`config.mk`:
```
export PLATFORM = sky130hd
export DESIGN_NAME = pix_burst_wr
export DESIGN_NICKNAME = d
export VERILOG_FILES = /design/src/rtl/pix_burst_pkg.sv /design/src/rtl/pix_burst_fifo.sv /design/src/rtl/pix_burst_wr.sv
export SDC_FILE = /design/constraint.sdc
export NUM_CORES = 1
export LEC_CHECK = 0
export ABC_AREA = 0
export BUFFER_PORTS_ARGS = -buffer_cell sky130_fd_sc_hd__buf_4
export CORE_ASPECT_RATIO = 0.75
export CORE_MARGIN = 4
export CORE_UTILIZATION = 48
export DETAILED_ROUTE_END_ITERATION = 7
export PLACE_DENSITY = 0.75
export SLEW_MARGIN = 10
export SYNTH_ARGS = -nofsm -noshare
export SYNTH_HDL_FRONTEND = slang
export SYNTH_HIERARCHICAL = 1
export SYNTH_SLANG_ARGS = --single-unit
export TNS_END_PERCENT = 5
```
`constraint.sdc`:
```
create_clock -name ov5640_pclk -period 4.5 [get_ports ov5640_pclk]
set_input_delay 0 -clock ov5640_pclk [delete_from_list [all_inputs] [get_ports ov5640_pclk]]
set_output_delay 0 -clock ov5640_pclk [all_outputs]
set_load 0.005 [all_outputs]
```
`src/rtl/pix_burst_pkg.sv`:
```
// pix_burst_pkg -- shared definitions for the pixel burst writer.
//   ADDR_W            : frame-buffer word address width
//   DEF_*             : default parameter values for pix_burst_wr
//   burst_state_e     : burst FSM encoding (IDLE/REQ/DATA)
//   next_burst_addr() : post-burst address advance with frame wrap
package pix_burst_pkg;

    localparam int unsigned ADDR_W = 24;

    localparam int unsigned            DEF_BURST_LEN   = 8;
    localparam int unsigned            DEF_FIFO_DEPTH  = 32;
    localparam int unsigned            DEF_FRAME_WORDS = 192000;
    localparam logic [ADDR_W-1:0]      DEF_BASE_ADDR   = 24'h000000;

    typedef enum logic [1:0] {
        IDLE = 2'd0,
        REQ  = 2'd1,
        DATA = 2'd2
    } burst_state_e;

    // Advance by one burst; wrap to base when the burst just written was
    // the last one of the frame.
    function automatic logic [ADDR_W-1:0] next_burst_addr(
        input logic [ADDR_W-1:0] cur,
        input logic [ADDR_W-1:0] step,
        input logic [ADDR_W-1:0] base,
        input logic [ADDR_W-1:0] end_addr
    );
        logic [ADDR_W-1:0] nxt;
        nxt = cur + step;
        return (nxt == end_addr) ? base : nxt;
    endfunction

endpackage

```
`src/rtl/pix_burst_fifo.sv`:
```
// pix_burst_fifo -- synchronous first-word-fall-through FIFO.
//   clk_i, rst_i   : clock, synchronous active-high reset (empties FIFO)
//   push_i, data_i : write strobe and word (ignored when full)
//   pop_i          : read strobe (ignored when empty)
//   data_o         : current head word, valid whenever empty_o is low
//   count_o        : words held; full_o / empty_o status flags
module pix_burst_fifo #(
    parameter int unsigned DEPTH = 32,
    parameter int unsigned WIDTH = 32
) (
    input  logic                       clk_i,
    input  logic                       rst_i,
    input  logic                       push_i,
    input  logic [WIDTH-1:0]           data_i,
    input  logic                       pop_i,
    output logic [WIDTH-1:0]           data_o,
    output logic [$clog2(DEPTH):0]     count_o,
    output logic                       full_o,
    output logic                       empty_o
);

    localparam int unsigned       AW       = $clog2(DEPTH);
    localparam logic [AW:0]       FULL_CNT = (AW+1)'(DEPTH);

    logic [WIDTH-1:0] mem_q [DEPTH];
    logic [AW-1:0]    wr_ptr_q;
    logic [AW-1:0]    rd_ptr_q;
    logic [AW:0]      count_q;
    logic             do_push;
    logic             do_pop;

    assign full_o  = (count_q == FULL_CNT);
    assign empty_o = (count_q == '0);
    assign count_o = count_q;
    assign data_o  = mem_q[rd_ptr_q];

    assign do_push = push_i & ~full_o;
    assign do_pop  = pop_i & ~empty_o;

    always_ff @(posedge clk_i) begin
        if (do_push) begin
            mem_q[wr_ptr_q] <= data_i;
        end
    end

    always_ff @(posedge clk_i) begin
        if (rst_i) begin
            wr_ptr_q <= '0;
            rd_ptr_q <= '0;
            count_q  <= '0;
        end else begin
            if (do_push) wr_ptr_q <= wr_ptr_q + AW'(1);
            if (do_pop)  rd_ptr_q <= rd_ptr_q + AW'(1);
            case ({do_push, do_pop})
                2'b10:   count_q <= count_q + (AW+1)'(1);
                2'b01:   count_q <= count_q - (AW+1)'(1);
                default: count_q <= count_q;
            endcase
        end
    end

endmodule

```
`src/rtl/pix_burst_wr.sv`:
```
// pix_burst_wr -- packs RGB565 pixel pairs into 32-bit words, buffers them
// in a FWFT FIFO and writes them to a frame buffer in fixed-length bursts.
//   ov5640_pclk, s_rst        : pixel clock, synchronous active-high reset
//   pix_vld/pix_data/pix_x/y  : cropped pixel stream; x==y==0 marks frame start
//   wr_req/wr_ack/wr_addr     : burst request handshake and start word address
//   wr_rdy/wr_data            : per-word data handshake during a burst
//   ovf                       : sticky FIFO overflow, cleared on frame start
// Optional macro PIX_BURST_STAT_EN adds frame_cnt and drop_cnt outputs.
module pix_burst_wr
    import pix_burst_pkg::*;
#(
    parameter int unsigned       BURST_LEN   = DEF_BURST_LEN,
    parameter int unsigned       FIFO_DEPTH  = DEF_FIFO_DEPTH,
    parameter int unsigned       FRAME_WORDS = DEF_FRAME_WORDS,
    parameter logic [ADDR_W-1:0] BASE_ADDR   = DEF_BASE_ADDR
) (
    input  logic              ov5640_pclk,
    input  logic              s_rst,
    input  logic              pix_vld,
    input  logic [15:0]       pix_data,
    input  logic [11:0]       pix_x,
    input  logic [11:0]       pix_y,
    output logic              wr_req,
    input  logic              wr_ack,
    output logic [ADDR_W-1:0] wr_addr,
    input  logic              wr_rdy,
    output logic [31:0]       wr_data,
    output logic              ovf
`ifdef PIX_BURST_STAT_EN
    ,
    output logic [15:0]       frame_cnt,
    output logic [15:0]       drop_cnt
`endif
);

    localparam int unsigned       CNT_W    = $clog2(FIFO_DEPTH) + 1;
    localparam int unsigned       BEAT_W   = $clog2(BURST_LEN);
    localparam logic [BEAT_W-1:0] LAST_BT  = BEAT_W'(BURST_LEN - 1);
    localparam logic [ADDR_W-1:0] STEP     = ADDR_W'(BURST_LEN);
    localparam logic [ADDR_W-1:0] END_ADDR = BASE_ADDR + ADDR_W'(FRAME_WORDS);

    logic sof;
    assign sof = pix_vld & (pix_x == '0) & (pix_y == '0);

    // ---------------- pixel pair packer ----------------
    logic        phase_q;
    logic [15:0] half_q;
    logic [31:0] word_q;
    logic        push_q;

    always_ff @(posedge ov5640_pclk) begin
        if (s_rst) begin
            phase_q <= 1'b0;
            half_q  <= '0;
            word_q  <= '0;
            push_q  <= 1'b0;
        end else begin
            push_q <= 1'b0;
            if (pix_vld) begin
                // A frame start always opens a new pair, dropping any half-word.
                if (sof || !phase_q) begin
                    half_q  <= pix_data;
                    phase_q <= 1'b1;
                end else begin
                    word_q  <= {half_q, pix_data};
                    push_q  <= 1'b1;
                    phase_q <= 1'b0;
                end
            end
        end
    end

    // ---------------- word FIFO ----------------
    logic [31:0]      fifo_head;
    logic [CNT_W-1:0] fifo_count;
    logic             fifo_full;
    logic             fifo_empty;
    logic             pop;
    logic             drop;

    assign drop = push_q & fifo_full;

    pix_burst_fifo #(
        .DEPTH (FIFO_DEPTH),
        .WIDTH (32)
    ) u_fifo (
        .clk_i   (ov5640_pclk),
        .rst_i   (s_rst),
        .push_i  (push_q),
        .data_i  (word_q),
        .pop_i   (pop),
        .data_o  (fifo_head),
        .count_o (fifo_count),
        .full_o  (fifo_full),
        .empty_o (fifo_empty)
    );

    // ---------------- burst FSM ----------------
    burst_state_e      state_q, state_d;
    logic [BEAT_W-1:0] beat_q, beat_d;
    logic [ADDR_W-1:0] addr_q, addr_d;
    logic              sof_pend_q, sof_pend_d;

    always_ff @(posedge ov5640_pclk) begin
        if (s_rst) begin
            state_q    <= IDLE;
            beat_q     <= '0;
            addr_q     <= BASE_ADDR;
            sof_pend_q <= 1'b0;
        end else begin
            state_q    <= state_d;
            beat_q     <= beat_d;
            addr_q     <= addr_d;
            sof_pend_q <= sof_pend_d;
        end
    end

    always_comb begin
        state_d    = state_q;
        beat_d     = beat_q;
        addr_d     = addr_q;
        sof_pend_d = sof_pend_q | sof;
        pop        = 1'b0;
        case (state_q)
            IDLE: begin
                if (fifo_count >= CNT_W'(BURST_LEN)) begin
                    state_d = REQ;
                    // Frame restart is applied only between bursts so an
                    // in-flight burst keeps its address; a sof arriving in
                    // this very cycle stays pending for the next burst.
                    if (sof_pend_q) begin
                        addr_d = BASE_ADDR;
                    end
                    sof_pend_d = sof;
                end
            end
            REQ: begin
                if (wr_ack) begin
                    state_d = DATA;
                    beat_d  = '0;
                end
            end
            DATA: begin
                if (wr_rdy && !fifo_empty) begin
                    pop    = 1'b1;
                    beat_d = beat_q + BEAT_W'(1);
                    if (beat_q == LAST_BT) begin
                        state_d = IDLE;
                        addr_d  = next_burst_addr(addr_q, STEP, BASE_ADDR, END_ADDR);
                    end
                end
            end
            default: state_d = IDLE;
        endcase
    end

    assign wr_req  = (state_q == REQ);
    assign wr_addr = addr_q;
    assign wr_data = (state_q == DATA) ? fifo_head : '0;

    // ---------------- overflow flag ----------------
    logic ovf_q;

    always_ff @(posedge ov5640_pclk) begin
        if (s_rst) begin
            ovf_q <= 1'b0;
        end else if (drop) begin
            ovf_q <= 1'b1;
        end else if (sof) begin
            ovf_q <= 1'b0;
        end
    end

    assign ovf = ovf_q;

`ifdef PIX_BURST_STAT_EN
    logic [15:0] frame_cnt_q;
    logic [15:0] drop_cnt_q;

    always_ff @(posedge ov5640_pclk) begin
        if (s_rst) begin
            frame_cnt_q <= '0;
            drop_cnt_q  <= '0;
        end else begin
            if (sof) begin
                frame_cnt_q <= frame_cnt_q + 16'd1;
            end
            if (sof) begin
                drop_cnt_q <= drop ? 16'd1 : '0;
            end else if (drop && drop_cnt_q != '1) begin
                drop_cnt_q <= drop_cnt_q + 16'd1;
            end
        end
    end

    assign frame_cnt = frame_cnt_q;
    assign drop_cnt  = drop_cnt_q;
`endif

endmodule

```
* Yosys cells after proc, flatten, opt, wreduce, memory -nomap -nowiden
Memory sizes are Yosys's and may differ from the RTL's. A register that Yosys moved wholly into a read port is not among the register bits. Index checks and enable logic that the tools add are counted.
Cells by class: multiplexer cells 28, bitwise gates (word level) 10, $lt $le $gt $ge 1, equality and inequality tests 12, add/sub/neg operators 6, reductions and logical operators 18
Operators by type and width (number):
- $mux W24 | 5
- $pmux W24 S2 | 1
- $mux W32 | 1
- $add A24 B4 Y24 const B | 1
- $eq A24 B18 Y1 const B | 1
- $logic_not A12 Y1 | 2
- $pmux W6 S2 | 1
- $add A5 B1 Y5 const B | 2
- $mux W1 | 10
- $mux W5 | 2
- $mux W2 | 4
- $ne A2 B2 Y1 const B | 4
- $reduce_bool A2 Y1 | 4
- $add A6 B1 Y6 const B | 1
- $eq A6 B6 Y1 const B | 1
- $ge A6 B4 Y1 const B | 1
- $logic_not A6 Y1 | 1
- $mux W3 | 2
- $pmux W2 S3 | 1
- $pmux W3 S2 | 1
- $sub A6 B1 Y6 const B | 1
- $and A1 B1 Y1 | 5
- $reduce_and A5 Y1 | 1
- $eq A2 B1 Y1 const B | 2
- 14 further kinds | 20
Word-level totals: memories 1, bits in writable memories 1024, output and inout port bits 58, register bits after elaboration 97, input bits 45
Memories:
- u_fifo.mem_q | depth 32, width 32, rd ports 1, clocked after memory_dff 1, write ports 1, RTL line pix_burst_fifo.sv:25 | logic [WIDTH-1:0] mem_q [DEPTH];

* Longest topological paths before layout
depth in word-level cells 8, depth in mapped cells 16, mapped depth without buffers 14

* Modules after synthesis
The synthesis kept the hierarchy.
Modules (own cells, without submodules):
- pix_burst_fifo | seq. area each 31169.9 um^2, area each 40382.5 um^2, instances 1, cells each 2049
- pix_burst_wr | seq. area each 1561.5 um^2, area each 3836.2 um^2, instances 1, cells each 477

* Worst setup path before layout
Ideal clock, no wire load.
kind register to register, from register u_fifo.count_q[4] (netlist: u_fifo/count_o[4]), to register u_fifo.count_q[4] (netlist: u_fifo/count_o[4]), path slack 1.165 ns, required time 4.379 ns, period minus slack after synthesis 3.335 ns, path buffers 2, setup time 0.121 ns, cell stages (with the launch flop) 17, arrival time 3.215 ns, cell sequence dfxtp_1 > or4_1 > clkbuf_1 > nor3_1 > nor2b_1 > nand2_1 > inv_1 > o31ai_2 > inv_1 > ha_1 > clkbuf_1 > xor2_1 > ha_1 > a21oi_1 > a22oi_1 > a31oi_1 > mux2_2
Between the ends: word-level cells in the longest chain between the ends 8
Ends and longest elaborated chain:
- start: declaration | RTL line pix_burst_fifo.sv:28 | logic [AW:0] count_q;
- start signal: assignment | RTL line pix_burst_fifo.sv:55 | 2'b10: count_q <= count_q + (AW+1)'(1);
- start signal: assignment | RTL line pix_burst_fifo.sv:56 | 2'b01: count_q <= count_q - (AW+1)'(1);
- start signal: assignment | RTL line pix_burst_fifo.sv:57 | default: count_q <= count_q;
- $logic_not A6 Y1 (*) | RTL line pix_burst_fifo.sv:33 | assign empty_o = (count_q == '0);
- via fifo_empty | RTL line pix_burst_wr.sv:77 | logic fifo_empty;
- $logic_not A1 Y1 (*) | RTL line pix_burst_wr.sv:144 | if (wr_rdy && !fifo_empty) begin
- $logic_and A1 B1 Y1 (*) | RTL line pix_burst_wr.sv:144
- $mux W1 (*) | RTL line pix_burst_wr.sv:144
- $mux W1 (*) | RTL line pix_burst_wr.sv:124 | case (state_q)
- via pop | RTL line pix_burst_wr.sv:78 | logic pop;
- $and A1 B1 Y1 (*) | RTL line pix_burst_fifo.sv:38 | assign do_pop = pop_i & ~empty_o;
- $eq A2 B1 Y1 or $eq A2 B2 Y1 (tied branches) | RTL line pix_burst_fifo.sv:54 | case ({do_push, do_pop})
- $pmux W6 S2 or $reduce_bool A2 Y1 (tied branches)
The timed path passes the listed nets; every way through them passes the cells marked *. A chain may end at the register's enable or synchronous reset.

==> impl_results.md <==
- FF-to-FF path depth: 14
- Hold Crit Depth: 3
- Ranking of synthesized cells by area: edfxtp_1, mux4_2, mux2_2
- CP Launch Type: flop
- GRT overflow: 0
- Total CTS buffers: 102
- Critical path depth: 7
- Commonest non-fill, non-tap cells in the layout: edfxtp_1, mux2_2, buf_4
- Clock slew at reported path FFs: 0.06 ns
- RSZ-0062 raised after global routing: false
- Total global routing track utilization: 0.219
- Final min period: 3.87 ns
- Power Dens Cells: 400 mW/mm^2
- Root buffer cell: clkbuf_16
- Worst-margin pin slew: 1.25 ns
- Die W: 358 microns
- Most common cell after layout, fill and taps aside: edfxtp_1
- Max stage delay on crit path: 0.97 ns
- Share of cells above drive strength 1: 0.249
- Crit-path cells: buf_12 > mux2_2 > o21ai_0 > nor3_1 > or4_1 > and2_1 > buf_4
- Critical path buffers and inverters: 2
- Metal2 WL: 50600 microns
- Post-route DRC: 0
- Synthesized cell area: 0.0442 sq mm
- Avg Vias per Cell: 6.15
- Met3 wire len: 11400 microns
- Dominant cell type by area after synthesis: edfxtp_1
- Fmax achieved: 258 MHz
- CP Max Fanout: 101
- Setup violators final: 0
- Worst Skew: 0.0231 ns
- WP data required: 4.50 ns
- Initial core utilization: 0.484
- Chip Height: 271 microns
- Design area: 0.0504 sq mm
- Worst Path Arrival: 3.87 ns
- Vias in the first global route: 24200
- Final Hold Viols: 0
- Post-synthesis register bit count: 1123
- Hold/Removal Path Class: in -> reg
- Leak Pwr: 15.8 nW
- M1 WL: 41900 microns
- Synthesis Warnings: 6
- Area growth syn-to-layout: 13.9%
- Port Buf Inserts: 99
- Netlist cell types: 67
- Core area: 0.0914 sq mm
- Synth Instances: 2526
- Final Util: 0.551
- Post-synth ARST share: 0
- Synth top area share: 0.695
- Flop2flop setup slack: 0.64 ns
- Antenna violations before repair: 5
- Status: complete, no violations
- EDFF count, synth: 1024
- ANT nets after route: 0
- Top_reg_cell synth: edfxtp_1
- Max Used Layer: met5
- Final worst path period share: 0.860
- Ant. Diodes: 0
- Post-Syn Area per Cell: 17.5 sq um
- Detailed placement HPWL: 58900 microns
- CTS tree: built
- Post-route setup slack: 0.628 ns
- WL final: 107000 microns
- WL per Instance: 26.8 microns
- Initial DRC count: 3399
- Post-CTS Repair Setup Buffers: 0
- First-pass GRT wire length: 158000 microns
- Slew margin rel.: 0.166
- Register area share after synthesis: 0.740
- Largest net degree at the start of global routing: 102
- Routability cong.: 0.821
- Clock Path Buffers: 3
- Via Count: 24500
- I/O pins: 103
- Post-DP Area: 0.0467 sq mm
- CP Capture Type: primary output
- Setup TNS: 0 ns
- Detailed Routing Iterations Pass 1: 5
- Place WS: 0.748 ns
- CP max stage cell: dfxtp_4
- CP delay by family, top: flip-flops
- H-tree depth: 3
- VDD IR max: 309 uV
- Clock Sinks: 1123
- Row cnt: 96
- Die Area: 0.0971 sq mm
- Max Cap Viol: 0
- Fin. max-slew vios: 0
- Setup CP Type: reg -> out
- Nets: 2726
- Skew-Pair Late Insertion Delay: 0.67 ns
area by class of cell:
cell class | count | area (sq um)
fill | 6777 | 41000
sequential | 1123 | 32700
multi-input combinational | 1239 | 11000
clock buffer | 136 | 2800
timing repair buffer | 194 | 1740
tap | 1225 | 1530
clock inverter | 53 | 512
inverter | 10 | 37.5
worst paths after layout:
kind                                         from                 to
worst max-delay path                         flop        wr_data[20]
worst min-delay path                       wr_ack         state_q[0]
worst max register to register  u_fifo/count_o[4]  u_fifo/count_o[4]
worst min register to register         half_q[13]         word_q[29]
synth_stat cells, types with 3 or more instances:
| library cell | n |
|---|---|
| buf_1 | 20 |
| nor2_1 | 94 |
| or4_1 | 33 |
| or2_2 | 3 |
| o31ai_1 | 3 |
| and3_1 | 7 |
| xnor2_1 | 3 |
| nor3_1 | 76 |
| buf_4 | 8 |
| a311oi_1 | 3 |
| inv_1 | 10 |
| or3_1 | 8 |
| nor4_4 | 3 |
| a22o_1 | 66 |
| mux2_2 | 194 |
| dfxtp_1 | 99 |
| nor3b_1 | 4 |
| and4_1 | 3 |
| mux2i_1 | 18 |
| mux4_2 | 128 |
| a22oi_1 | 4 |
| nand2b_1 | 4 |
| a211oi_1 | 66 |
| nor2b_1 | 71 |
| clkbuf_1 | 100 |
| xor2_1 | 8 |
| o21ai_0 | 79 |
| o22ai_1 | 65 |
| edfxtp_1 | 1024 |
| ha_1 | 11 |
| nand4_1 | 4 |
| buf_2 | 17 |
| buf_6 | 11 |
| and2_1 | 37 |
| a31oi_1 | 10 |
| nand2_1 | 97 |
| nand3b_1 | 9 |
| nand3_1 | 19 |
| nor4_1 | 7 |
| a21oi_1 | 63 |
registers in the layout, indices dropped and copies added (netlist names), named ones only:
signal / flops
word_q: 32
beat_q: 3
wr_addr: 21
u_fifo/mem_q: 1024
half_q: 16
u_fifo/count_o: 6
state_q: 2
sof_pend_q: 1
u_fifo/wr_ptr_q: 5
ovf: 1
phase_q: 1
push_q: 1
u_fifo/rd_ptr_q: 5
what timing repair did:
| action | CTS | global route |
|---|---|---|
| resized for setup | 0 | 0 |
| hold endpoints to repair | 58 | 0 |
| hold buffers | 34 | 0 |
power by group:
part / total (W) / switching [W] / internal (W)
clock: 0.00856 / 0.00368 / 0.00488
sequential: 0.0114 / 0.0000821 / 0.0113
combinational: 0.000164 / 0.0000890 / 0.0000752
kinds of logic after synthesis:
group / count (synthesis) / synth area share
xor gates and xnor gates: 11 / 0.00218
and+or+nand+nor: 497 / 0.0616
DFF: 1123 / 0.740
AOI/OAI and AO/OA: 377 / 0.0570
muxes: 340 / 0.119
buffers and inverters: 166 / 0.0171
adders and majority gates: 11 / 0.00311
other: 1 / 0.0000848
tightest hold or removal path, stage by stage:
cell and delay (ns):
dlygate4sd3_1 0.54, buf_4 0.11, a2111oi_0 0.07
per-stage QoR:
stage / power [W] / hold WS [ns] / std cells
2_1_floorplan: 0.0117 / 0.125 / 2528
3_3_place_gp: 0.0117 / 0.229 / 3757
3_5_place_dp: 0.0118 / 0.231 / 3757
4_1_cts: 0.0203 / 0.0704 / 3980
5_1_grt: 0.0207 / 0.128 / 3980
6_report: 0.0201 / 0.106 / 3980
per-layer routing:
layer | GRT usage | up-vias
met2 | 0.344 | 1393
met3 | 0.0493 | 209
li1 | - | 10400
met1 | 0.311 | 12500
met4 | 0.0573 | 6
met5 | 0 | -
Note: power is estimated with default switching activity, not from simulation.
